## src/rtl/alu_pkg.sv

```systemverilog
// Shared definitions for the multi-cycle ALU front end: op-codes, FSM states, lane index.
package alu_pkg;

    localparam int unsigned OpMul = 8;
    localparam int unsigned OpDiv = 9;
    localparam int unsigned OpSll = 10;
    localparam int unsigned OpSrl = 11;

    typedef logic lane_t;

    typedef enum logic [2:0] {
        StIdle,
        StStart,
        StSettle,
        StWait,
        StResp
    } state_e;

    // DIV exists on the ALU but is not offered through this arbiter.
    function automatic logic is_legal_op(input logic [31:0] op);
        return (op == OpMul) || (op == OpSll) || (op == OpSrl);
    endfunction

endpackage

```

## src/rtl/rr_arbiter2.sv

```systemverilog
// Two-request round-robin arbiter: the lane not granted last wins a tie.
module rr_arbiter2
    import alu_pkg::*;
(
    input  logic       clk,
    input  logic       rst,
    input  logic [1:0] req,
    input  logic       advance,
    output logic [1:0] gnt,
    output lane_t      gnt_lane
);

    lane_t last_q, last_d;

    always_comb begin
        gnt_lane = 1'b0;
        case (req)
            2'b01:   gnt_lane = 1'b0;
            2'b10:   gnt_lane = 1'b1;
            2'b11:   gnt_lane = ~last_q;
            default: gnt_lane = 1'b0;
        endcase

        gnt = '0;
        if (req != 2'b00) begin
            gnt = gnt_lane ? 2'b10 : 2'b01;
        end

        last_d = last_q;
        if (advance && (req != 2'b00)) begin
            last_d = gnt_lane;
        end
    end

    // Reset to lane 1 so lane 0 wins the first tie.
    always_ff @(posedge clk) begin
        if (rst) begin
            last_q <= 1'b1;
        end else begin
            last_q <= last_d;
        end
    end

endmodule

```

## src/rtl/mcalu_arbiter.sv

```systemverilog
// Two-lane issue arbiter in front of a multi-cycle ALU: grants one request at a time,
// sequences the ALU start/settle/wait handshake and returns a tagged response.
module mcalu_arbiter
    import alu_pkg::*;
#(
    parameter int unsigned OPERAND_WIDTH  = 64,
    parameter int unsigned OPCODE_WIDTH   = 4,
    parameter int unsigned TAG_WIDTH      = 5,
    parameter int unsigned TIMEOUT_CYCLES = 255
) (
    input  logic                          clk,
    input  logic                          rst,
    input  logic [1:0]                    req_valid,
    output logic [1:0]                    req_ready,
    input  logic [1:0][OPCODE_WIDTH-1:0]  req_op,
    input  logic [1:0][OPERAND_WIDTH-1:0] req_a,
    input  logic [1:0][OPERAND_WIDTH-1:0] req_b,
    input  logic [1:0][TAG_WIDTH-1:0]     req_tag,
    output logic [1:0]                    resp_valid,
    input  logic [1:0]                    resp_ready,
    output logic [OPERAND_WIDTH-1:0]      resp_data,
    output logic [TAG_WIDTH-1:0]          resp_tag,
    output logic                          resp_err,
    output logic                          alu_enable_seq,
    output logic [OPCODE_WIDTH-1:0]       alu_op_code,
    output logic [OPERAND_WIDTH-1:0]      alu_operand_1,
    output logic [OPERAND_WIDTH-1:0]      alu_operand_2,
    input  logic                          alu_idle,
    input  logic [OPERAND_WIDTH-1:0]      alu_result,
    output logic                          busy
);

    // One counter serves both the 2-cycle settle and the WAIT timeout.
    localparam int unsigned CntW = (TIMEOUT_CYCLES < 2) ? 1 : $clog2(TIMEOUT_CYCLES);

    state_e                   state_q, state_d;
    logic [CntW-1:0]          cnt_q, cnt_d;
    lane_t                    lane_q, lane_d;
    logic [OPCODE_WIDTH-1:0]  op_q, op_d;
    logic [OPERAND_WIDTH-1:0] a_q, a_d;
    logic [OPERAND_WIDTH-1:0] b_q, b_d;
    logic [TAG_WIDTH-1:0]     tag_q, tag_d;
    logic [OPERAND_WIDTH-1:0] data_q, data_d;
    logic                     err_q, err_d;

    logic [1:0] gnt;
    lane_t      gnt_lane;
    logic       in_idle;
    logic       legal_op;

    assign in_idle  = (state_q == StIdle);
    assign legal_op = is_legal_op(32'(req_op[gnt_lane]));

    rr_arbiter2 u_rr_arbiter2 (
        .clk      (clk),
        .rst      (rst),
        .req      (req_valid),
        .advance  (in_idle),
        .gnt      (gnt),
        .gnt_lane (gnt_lane)
    );

    always_comb begin
        state_d = state_q;
        cnt_d   = cnt_q;
        lane_d  = lane_q;
        op_d    = op_q;
        a_d     = a_q;
        b_d     = b_q;
        tag_d   = tag_q;
        data_d  = data_q;
        err_d   = err_q;

        unique case (state_q)
            StIdle: begin
                if (gnt != 2'b00) begin
                    lane_d = gnt_lane;
                    op_d   = req_op[gnt_lane];
                    a_d    = req_a[gnt_lane];
                    b_d    = req_b[gnt_lane];
                    tag_d  = req_tag[gnt_lane];
                    cnt_d  = '0;
                    if (legal_op) begin
                        state_d = StStart;
                    end else begin
                        data_d  = '0;
                        err_d   = 1'b1;
                        state_d = StResp;
                    end
                end
            end
            StStart: begin
                cnt_d   = '0;
                state_d = StSettle;
            end
            StSettle: begin
                // alu_idle is stale here until the ALU's edge detector has seen the start.
                if (cnt_q == CntW'(1)) begin
                    cnt_d   = '0;
                    state_d = StWait;
                end else begin
                    cnt_d = cnt_q + CntW'(1);
                end
            end
            StWait: begin
                if (alu_idle) begin
                    data_d  = alu_result;
                    err_d   = 1'b0;
                    state_d = StResp;
                end else if (cnt_q == CntW'(TIMEOUT_CYCLES - 1)) begin
                    data_d  = '0;
                    err_d   = 1'b1;
                    state_d = StResp;
                end else begin
                    cnt_d = cnt_q + CntW'(1);
                end
            end
            StResp: begin
                if (resp_ready[lane_q]) begin
                    state_d = StIdle;
                end
            end
            default: state_d = StIdle;
        endcase
    end

    always_ff @(posedge clk) begin
        if (rst) begin
            state_q <= StIdle;
            cnt_q   <= '0;
            lane_q  <= 1'b0;
            op_q    <= '0;
            a_q     <= '0;
            b_q     <= '0;
            tag_q   <= '0;
            data_q  <= '0;
            err_q   <= 1'b0;
        end else begin
            state_q <= state_d;
            cnt_q   <= cnt_d;
            lane_q  <= lane_d;
            op_q    <= op_d;
            a_q     <= a_d;
            b_q     <= b_d;
            tag_q   <= tag_d;
            data_q  <= data_d;
            err_q   <= err_d;
        end
    end

    // Operands stay on the ALU bus for the whole transaction; shifts re-read them each cycle.
    assign req_ready      = (in_idle && !rst) ? gnt : 2'b00;
    assign resp_valid     = (state_q == StResp) ? (lane_q ? 2'b10 : 2'b01) : 2'b00;
    assign resp_data      = data_q;
    assign resp_tag       = tag_q;
    assign resp_err       = err_q;
    assign alu_enable_seq = (state_q == StStart);
    assign alu_op_code    = op_q;
    assign alu_operand_1  = a_q;
    assign alu_operand_2  = b_q;
    assign busy           = !in_idle;

endmodule

```

## config.mk

```make
export PLATFORM = sky130hd
export DESIGN_NAME = mcalu_arbiter
export DESIGN_NICKNAME = d
export VERILOG_FILES = /design/src/rtl/alu_pkg.sv /design/src/rtl/rr_arbiter2.sv /design/src/rtl/mcalu_arbiter.sv
export SDC_FILE = /design/constraint.sdc
export NUM_CORES = 1
export LEC_CHECK = 0
export BUFFER_PORTS_ARGS = -buffer_cell sky130_fd_sc_hd__buf_2
export CAP_MARGIN = 10
export CORE_AREA = 3 3 213 215
export DETAILED_ROUTE_END_ITERATION = 10
export DIE_AREA = 0 0 216 218
export GPL_TIMING_DRIVEN = 1
export PLACE_DENSITY_LB_ADDON = 0.05
export SLEW_MARGIN = 5
export SYNTH_ARGS = -nofsm -noshare
export SYNTH_HDL_FRONTEND = slang
export SYNTH_SLANG_ARGS = --single-unit
```

## constraint.sdc

```tcl
create_clock -name clk -period 1.74 [get_ports clk]
set_input_delay 0.087 -clock clk [delete_from_list [all_inputs] [get_ports clk]]
set_output_delay 0.087 -clock clk [all_outputs]
set_load 0.02 [all_outputs]
```

==> results of run 1 <==
## state kept, by name, summed over array words and instances (netlist names)
| name | flops |
|---|---|
| u_rr_arbiter2.last_q | 1 |
| cnt_q | 8 |
| lane_q | 1 |
| resp_err | 1 |
| alu_op_code | 4 |
| state_q | 3 |
| alu_operand_1 | 64 |
| alu_operand_2 | 64 |
| resp_tag | 5 |
| resp_data | 64 |
## timing repair
action,in CTS,in global routing
endpoints found under the hold margin,212,0
buffers inserted,13,24
cloned,7,28
gates resized for setup,33,108
setup endpoints to repair,81,216
hold buffers,343,0
pin swaps,25,103
## power groups by stage
stage	combinational, uW	sequential (uW)	clock [uW]
after floorplan	1470	6310	0
after global placement	3600	5740	0
after detailed placement	3590	5750	0
after CTS	4560	5650	5770
after global routing	5910	5710	5960
final	5510	5650	5540
## logic make-up after synthesis
logic type	Yosys count
AO/OA/AOI/OAI	236
flip-flops	215
AND/OR/NAND/NOR	189
multiplexers	138
buffers and inverters	85
adder cells (fa/ha/maj)	3
XOR/XNOR	1
## worst max path at each step
stage                             from                     to  cells past startpoint
6_report       state_q[0]$_SDFFE_PP0P_           req_ready[0]                      6
3_5_place_dp     cnt_q[1]$_SDFFE_PP0P_  cnt_q[7]$_SDFFE_PP0P_                      6
4_1_cts        state_q[1]$_SDFFE_PP0P_           req_ready[0]                      6
5_1_grt        state_q[1]$_SDFFE_PP0P_           req_ready[0]                      6
3_3_place_gp     cnt_q[1]$_SDFFE_PP0P_  cnt_q[7]$_SDFFE_PP0P_                      6
2_1_floorplan  state_q[2]$_SDFFE_PP0P_           req_ready[0]                      4
## routing by layer
metal	up-vias	global-route usage, %	wire, um
met1	4903	19.67	18440
met4	0	5.537	1266
met2	371	28.64	21680
met3	72	4.723	3091
li1	5159	-	-
met5	-	0	0
## cell type report
type,instances,area [sq um],share of cell area [%]
Clock buffer,45,845.8,4.564
Clock inverter,6,40.04,0.2160
Inverter,5,18.77,0.1013
Multi-Input combinational cell,567,4422,23.86
Sequential cell,215,4310,23.26
Tap cell,592,740.7,3.997
Timing Repair Buffer,1019,8155,44.00
## stage by stage
stage / std cells / cell area [sq um] / power (uW)
floorplan: 867 / 8862 / 7775
global placement: 1988 / 12560 / 9346
detailed placement: 1988 / 12560 / 9340
CTS: 2401 / 17310 / 15980
global route: 2449 / 18530 / 17590
finish: 2449 / 18530 / 16710
## layout by cell type, fill, tap and decap left out, types with 6 or more instances in the layout
master / n
a22o_1: 64
o21ai_1: 6
buf_2: 547
clkbuf_8: 6
a21oi_1: 15
a211oi_2: 42
dfxtp_1: 210
buf_6: 20
buf_8: 11
buf_4: 44
clkbuf_1: 10
mux2i_1: 138
clkbuf_16: 50
a211oi_1: 96
nor2_1: 141
nand2_1: 8
dlygate4sd3_1: 343
buf_12: 20
buf_16: 12
## worst max-delay path, cell delays in order (launching register included)
cell and delay (ns):
dfxtp_1 0.34, buf_4 0.16, nor3_4 0.15, inv_2 0.07, buf_6 0.14, nor4b_4 0.23, buf_6 0.17
==> results by group, run 1 <==
Outcome
  – Status: finished with violations
  – Violations in the final reports: negative setup slack

Critical path
  – Max Fanout on Critical Path: 4
  – Req. time, crit path: 1.65 ns
  – Number of cells traversed by the worst register-to-register path: 10
  – Startpoint-to-endpoint class of the critical path: reg2out
  – Worst R2R Setup Slack: -0.15 ns
  – Worst reg2reg path endpoint: resp_data[24]$_SDFFE_PP0P_
  – Setup crit start kind: flop
  – Worst reg2reg path startpoint: state_q[0]$_SDFFE_PP0P_
  – CP endpoint kind: output port
  – Data arrival at the endpoint of the critical path: between 1.5 and 2 ns

Layout
  – Final core area utilization: 42.19%
  – Share of final-layout standard cells stronger than drive strength 1: 42.33%
  – Layout-stage area growth over the synthesis result: 109.1%
  – Net count, final: 2184
  – Filler instances: 4305
  – Diodes inserted: 0

Yosys
  – Ys async rst share: 0%
  – Main combinational cell family by area after synthesis: compound AO/OA/AOI/OAI gates
  – Most used standard cells in the synthesized netlist: dfxtp_1, nor2_1, a211oi_1, mux2i_1, a22o_1
  – Synth top area share: 48.57%
  – Post-synthesis simple-gate area fraction: 9.516%
  – Fraction of the mapped netlist area in adder cells: less than 1%
  – Mean area per synthesized cell: 10.22 sq um
  – Biggest area contributors in the synthesized netlist: dfxtp_1, mux2i_1, a211oi_1
  – Post-synthesis compound-gate area fraction: 20.40%
  – Flops & latches, synth: 215
  – Multiplexer fraction of the synthesized cell area: 15.59%
  – Post-synthesis instance area: 8862 sq um
  – Most frequent cell after synthesis: dfxtp_1
  – Yosys cell types: 43
  – Primary FF master, synth: dfxtp_1
  – Sequential fraction of the synthesis area: between 40% and 50%
  – Yosys warning total: 0
  – Cells after synthesis: 867
  – Count of flip-flops with a built-in enable after synthesis: 0
  – Leading area contributor after synthesis: dfxtp_1
  – Net Count, Synth: 1215
  – Parity-gate share of the synthesized area counting xor and xnor cells: 0.09883%

Power
  – Sequential group share of total power: 33.8%
  – PD cells: 901.5 nW/um^2
  – Int Pwr: between 10000 and 15000 uW
  – Power share of the combinational group: 33.0%
  – Clock power share: between 30% and 40%
  – Net switching power: slightly above 5000 uW
  – Switching power share of the total: 31.00%
  – Highest ir drop seen on vdd: approximately 0.00062 V
  – Static leakage power: 0.008544 uW

Route
  – Pre-antenna DRT Iters: 4
  – DR iter-0 viols: 287
  – ANT nets after route: 0
  – DRC viols: 0
  – Total wire length: 44.48 mm
  – Routed vias/inst: 4.290
  – Routed wirelength normalized by instance count: 18.16 um
  – Vias post-DR: 10510

Placed design
  – Placed wire-length estimate: ~28 mm
  – Port buffer count: 552
  – Pre-CTS WS: -0.06488 ns
  – RePlAce Congestion: 0.7540

STA
  – RSZ-0062 raised after global routing: true
  – Clock skew after layout: 0.01249 ns
  – Worst Setup Slack, final: -0.1657 ns
  – Maximum frequency from static timing analysis: 0.5247 GHz
  – Endpoints failing hold: 0
  – Setup TNS after final layout: -10.20 ns
  – Transition at the pin with the smallest max-transition slack: 0.4406 ns
  – Period utilisation layout: 109.5%
  – Worst hold-check slack: about 0.012 ns
  – Endpoints failing setup: around 180
  – Post-layout min period: between 1.5 and 2 ns
  – Count of final max-slew check failures: 0
  – Remaining max-slew budget at the tightest pin: 70.38%

GRT
  – Maximum number of pins on one net before global-route repair: 72
  – Number of global-route vias before repair: 10450
  – Antenna violations before repair: 1
  – Global-route wire length before repair: 61.47 mm
  – GRT Total Usage: between 10% and 20%
  – Overflow left after global routing: 0

Die
  – Chip height: roughly 220 um
  – Total die area: 47090 sq um
  – Die width: 216 um
  – Placement Rows: 77
  – Core Area: about 44000 sq um
  – I/O pin cnt: 553
  – Starting density of the core: 20.17%

Clock tree
  – CTS clk-pin slew, worst paths: 0.06 ns
  – Root buffer cell: clkbuf_16
  – Clock latency on the worst-skew pair: ~0.55 ns
  – Deepest level of the CTS H-tree: 1
  – TritonCTS buffer count: 28
  – Buffer depth of the longest clock path: 3
  – Clock tree from TritonCTS: done
  – Clock sink count: between 200 and 250

Flow run
  – Number of max-capacitance violations reported: 0

Hold path
  – End point of the most critical hold path: lane_q$_SDFFE_PP0P_
  – Beginning of the worst hold path: req_valid[1]
  – HP Class: in2reg
  – Number of instances on the worst hold path: 4
(Power assumes the default switching activity.)
==> run 2: changes to the inputs <==
--- a/config.mk
+++ b/config.mk
@@ -5,11 +5,12 @@
 export SDC_FILE = /design/constraint.sdc
 export NUM_CORES = 1
 export LEC_CHECK = 0
+export ABC_AREA = 1
 export BUFFER_PORTS_ARGS = -buffer_cell sky130_fd_sc_hd__buf_2
 export CAP_MARGIN = 10
-export CORE_AREA = 3 3 213 215
+export CORE_AREA = 3 3 211 213
 export DETAILED_ROUTE_END_ITERATION = 10
-export DIE_AREA = 0 0 216 218
+export DIE_AREA = 0 0 214 216
 export GPL_TIMING_DRIVEN = 1
 export PLACE_DENSITY_LB_ADDON = 0.05
 export SLEW_MARGIN = 5
==> run 2 against run 1 <==
Against the previous run:
- global-route usage grew 3.6 points
- sequential cell count is the same
- clock power grew 19%
- the run ends with negative hold slack, negative setup slack left
- utilization grew 1.2 points
==> results by group, run 2 <==
Yosys
  – Synth top area share: 45.57% (was 48.57%)
  – Most used standard cells in the synthesized netlist: a21oi_1, nand2_1, dfxtp_1 (was dfxtp_1, nor2_1, a211oi_1, mux2i_1, a22o_1)
  – Cells after synthesis: 1354 (was 867)
  – Biggest area contributors in the synthesized netlist: dfxtp_1, a21oi_1, nand2_1 (was dfxtp_1, mux2i_1, a211oi_1)
  – Net Count, Synth: 1702 (was 1215)
  – Most frequent cell after synthesis: a21oi_1 (was dfxtp_1)
  – Post-synthesis instance area: 9445 sq um (was 8862 sq um)
  – Flops & latches, synth: 215 (unchanged)
  – Ys async rst share: 0% (unchanged)
  – Yosys cell types: 32 (was 43)
  – Yosys warning total: 0 (unchanged)
  – Leading area contributor after synthesis: dfxtp_1 (unchanged)
  – Sequential fraction of the synthesis area: 45.57% (was 48.57%)
  – Mean area per synthesized cell: 6.976 sq um (was 10.22 sq um)
  – Primary FF master, synth: dfxtp_1 (unchanged)
  – Count of flip-flops with a built-in enable after synthesis: 0 (unchanged)

Layout
  – Net count, final: 2615 (was 2184)
  – Final cell area excluding filler cells: 18620 sq um (was 18530 sq um)
  – Final core area utilization: 43.42% (was 42.19%)
  – Top library cells by usage in the layout, fill and taps aside: buf_2, dlygate4sd3_1, nand2_1, a21oi_1, dfxtp_1 (was buf_2, dlygate4sd3_1, dfxtp_1, nor2_1, mux2i_1)
  – Commonest non-fill, non-tap cell in the layout: buf_2 (unchanged)
  – Layout-stage area growth over the synthesis result: 97.15% (was 109.1%)
  – Share of final-layout standard cells stronger than drive strength 1: 33.96% (was 42.33%)
  – Layout Cells excl Fill: 2875 (was 2449)

GRT
  – Global-route wire length before repair: 75.38 mm (was 61.47 mm)
  – Maximum number of pins on one net before global-route repair: 99 (was 72)
  – Global routing met3 resource utilization: 5.731% (was 4.723%)
  – Number of global-route vias before repair: 13290 (was 10450)
  – Met1 capacity usage during global routing: 23.88% (was 19.67%)
  – Overflow left after global routing: 0 (unchanged)
  – GRT Total Usage: 20.14% (was 16.52%)
  – Antenna violations before repair: 2 (was 1)
  – Top Usage Layer GRT: met2 (unchanged)
  – Global-route track usage on met2: 34.79% (was 28.64%)

Clock tree
  – TritonCTS buffer count: 29 (was 28)
  – Buffer depth of the longest clock path: 3 (unchanged)
  – Clock latency on the worst-skew pair: 0.56 ns (was 0.55 ns)
  – CTS clk-pin slew, worst paths: 0.06 ns (about the same)
  – Clock sink count: 215 (unchanged)
  – Clock tree from TritonCTS: done (unchanged)
  – Deepest level of the CTS H-tree: 1 (unchanged)
  – Root buffer cell: clkbuf_16 (unchanged)

Route
  – DR iter-0 viols: 659 (was 287)
  – Pre-antenna DRT Iters: 5 (was 4)
  – DRC viols: 0 (unchanged)
  – Routed vias/inst: 4.484 (was 4.290)
  – Vias post-DR: 12890 (was 10510)
  – Total wire length: 50.39 mm (was 44.48 mm)
  – Routed wirelength normalized by instance count: 17.53 um (was 18.16 um)
  – ANT nets after route: 0 (unchanged)

Die
  – Die width: 214 um (was 216 um)
  – I/O pin cnt: 553 (unchanged)
  – Starting density of the core: 22.02% (was 20.17%)
  – Placement Rows: 76 (was 77)
  – Chip height: 216 um (was 218 um)
  – Total die area: 46220 sq um (was 47090 sq um)
  – Core Area: 42890 sq um (was 43930 sq um)

Power
  – Int Pwr: 14820 uW (was 11530 uW)
  – Highest ir drop seen on vdd: 0.0008036 V (was 0.0006193 V)
  – Net switching power: 9261 uW (was 5179 uW)
  – Clock power share: 27.5% (was 33.2%)
  – Switching power share of the total: 38.46% (was 31.00%)
  – Power share of the combinational group: 44.0% (was 33.0%)
  – PD cells: 1293 nW/um^2 (was 901.5 nW/um^2)
  – Sequential group share of total power: 28.5% (was 33.8%)
  – Static leakage power: 0.008707 uW (was 0.008544 uW)

Critical path
  – Cell breakdown of the critical path: nor3_4 -> buf_4 -> nand3_4 -> nand2_4 -> nor2_4 -> buf_12 -> clkbuf_16 -> clkbuf_16 -> a21oi_1 -> nor2_1 (was buf_4 -> nor3_4 -> inv_2 -> buf_6 -> nor4b_4 -> buf_6)
  – Worst reg2reg path startpoint: state_q[1]$_SDFFE_PP0P_ (was state_q[0]$_SDFFE_PP0P_)
  – CP endpoint kind: flop (was output port)
  – Max Fanout on Critical Path: 14 (was 4)
  – Worst R2R Setup Slack: -0.03 ns (was -0.15 ns)
  – Worst reg2reg path endpoint: resp_data[19]$_SDFFE_PP0P_ (was resp_data[24]$_SDFFE_PP0P_)
  – Req. time, crit path: 2.19 ns (was 1.65 ns)
  – Number of cells traversed by the worst register-to-register path: 10 (unchanged)
  – Startpoint-to-endpoint class of the critical path: reg2reg (was reg2out)
  – Standard cell with the maximum stage delay on the critical path: dfxtp_4 (was dfxtp_1)
  – Dominant cell type by count on the critical path: clkbuf_16 (was buf_6)
  – Delay of the slowest critical-path stage: 0.37 ns (was 0.34 ns)
  – Setup crit start kind: flop (unchanged)
  – Data arrival at the endpoint of the critical path: 2.21 ns (was 1.82 ns)

Outcome
  – Status: finished with violations (unchanged)
  – Violations in the final reports: negative hold slack, negative setup slack (was negative setup slack)

STA
  – Worst hold-check slack: -0.002914 ns (was 0.01206 ns)
  – Post-layout min period: 1.766 ns (was 1.906 ns)
  – Maximum frequency from static timing analysis: 0.5661 GHz (was 0.5247 GHz)
  – RSZ-0062 raised after global routing: true (unchanged)
  – Clock skew after layout: 0.009125 ns (was 0.01249 ns)
  – Period utilisation layout: 101.5% (was 109.5%)
  – Remaining max-slew budget at the tightest pin: 73.27% (was 70.38%)
  – Worst Setup Slack, final: -0.02634 ns (was -0.1657 ns)
  – Endpoints failing hold: 1 (was 0)
  – Setup TNS after final layout: -0.2159 ns (was -10.20 ns)
  – Transition at the pin with the smallest max-transition slack: 0.4010 ns (was 0.4406 ns)
  – Endpoints failing setup: 23 (was 183)
  – Count of final max-slew check failures: 0 (unchanged)

Hold path
  – Number of instances on the worst hold path: 4 (unchanged)
  – Beginning of the worst hold path: req_a[3] (was req_valid[1])
  – HP Class: in2reg (unchanged)
  – End point of the most critical hold path: alu_operand_1[3]$_SDFFE_PP0P_ (was lane_q$_SDFFE_PP0P_)

Placed design
  – RePlAce Congestion: 0.8256 (was 0.7540)
  – Port buffer count: 552 (unchanged)
  – Placed wire-length estimate: 33.82 mm (was 28.33 mm)
  – Instance area after placement: 13320 sq um (was 12560 sq um)
  – DP Cell Count: 2450 (was 1988)

Flow run
  – Number of max-capacitance violations reported: 0 (unchanged)
run 2: cell count changes after synthesis, moves of 57 or more:
cell,delta
a21oi_1,+318
mux2i_1,-138
a211oi_1,-138
nand3_1,+57
a22o_1,-64
nand2_1,+314
o21ai_0,+140
run 2: logic make-up (layout without fill, tap and decap cells):
kind of cell | Yosys count | after routing | share of synthesized area, %
buf+inv | 148 | 1081 | 6.676
fa+ha+maj | 3 | 3 | 0.3974
simple gates | 507 | 508 | 21.59
flops | 215 | 215 | 45.57
compound gates | 479 | 479 | 25.58
other cells | 0 | 2 | 0
xor+xnor | 2 | 2 | 0.1855
run 2: power groups by stage:
stage,sequential [uW],clock (uW),combinational [uW]
3_3_place_gp,6900,0,8820
6_report,6870,6610,10600
4_1_cts,6830,6850,9740
3_5_place_dp,6890,0,8810
2_1_floorplan,8410,0,3600
5_1_grt,7030,7050,11500
run 2: worst max path at each step:
stage | depth (start not counted) | from | end | slack [ns]
detailed placement | 8 | state_q[2]$_SDFFE_PP0P_ | alu_operand_1[3]$_SDFFE_PP0P_ | -0.01
global route | 5 | state_q[1]$_SDFFE_PP0P_ | req_ready[0] | -0.11
floorplan | 6 | u_rr_arbiter2.last_q$_SDFFE_PP1P_ | req_ready[0] | 0.05
finish | 10 | state_q[1]$_SDFFE_PP0P_ | resp_data[19]$_SDFFE_PP0P_ | -0.03
global placement | 8 | state_q[2]$_SDFFE_PP0P_ | alu_operand_1[3]$_SDFFE_PP0P_ | -0.05
CTS | 6 | u_rr_arbiter2.last_q$_SDFFE_PP1P_ | req_ready[0] | -0.04
run 2: repair_timing:
item	4_1_cts	5_1_grt
pin swaps	5	15
setup buffers	11	7
hold buffers	340	0
endpoints found under the setup margin	22	127
gates resized for setup	33	67
hold endpoints to repair	210	0
cloned	4	11
run 2: final cells by class:
type                            instances  area (sq um)
Fill cell                            4377         24260
Timing Repair Buffer                  994          7576
Multi-Input combinational cell        992          4781
Sequential cell                       215          4318
Clock buffer                           42         874.6
Tap cell                              585         732.0
Clock inverter                         10         181.4
Inverter                               35         153.9
Antenna cell                            2         5.005
run 2: routing by layer:
metal / share of wire, % / routed length, um / vias up
li1: - / - / 6367
met4: 3.4 / 1705 / 0
met5: 0 / 0 / -
met3: 6.8 / 3449 / 95
met2: 48 / 24370 / 455
met1: 41 / 20870 / 5974
run 2: worst max-delay path: cells and delay by family, from the launching register on:
| family | cells | cell delay, ns |
|---|---|---|
| compound gates | 1 | 0.13 |
| simple gates | 5 | 0.49 |
| buf+inv | 4 | 0.65 |
| flops | 1 | 0.37 |
run 2: through the flow:
stage	total power [uW]	setup slack, ns
after floorplan	12010	0.05059
after global placement	15730	-0.05495
after detailed placement	15700	-0.01106
after CTS	23430	-0.04049
after global routing	25610	-0.1080
final	24080	-0.02634
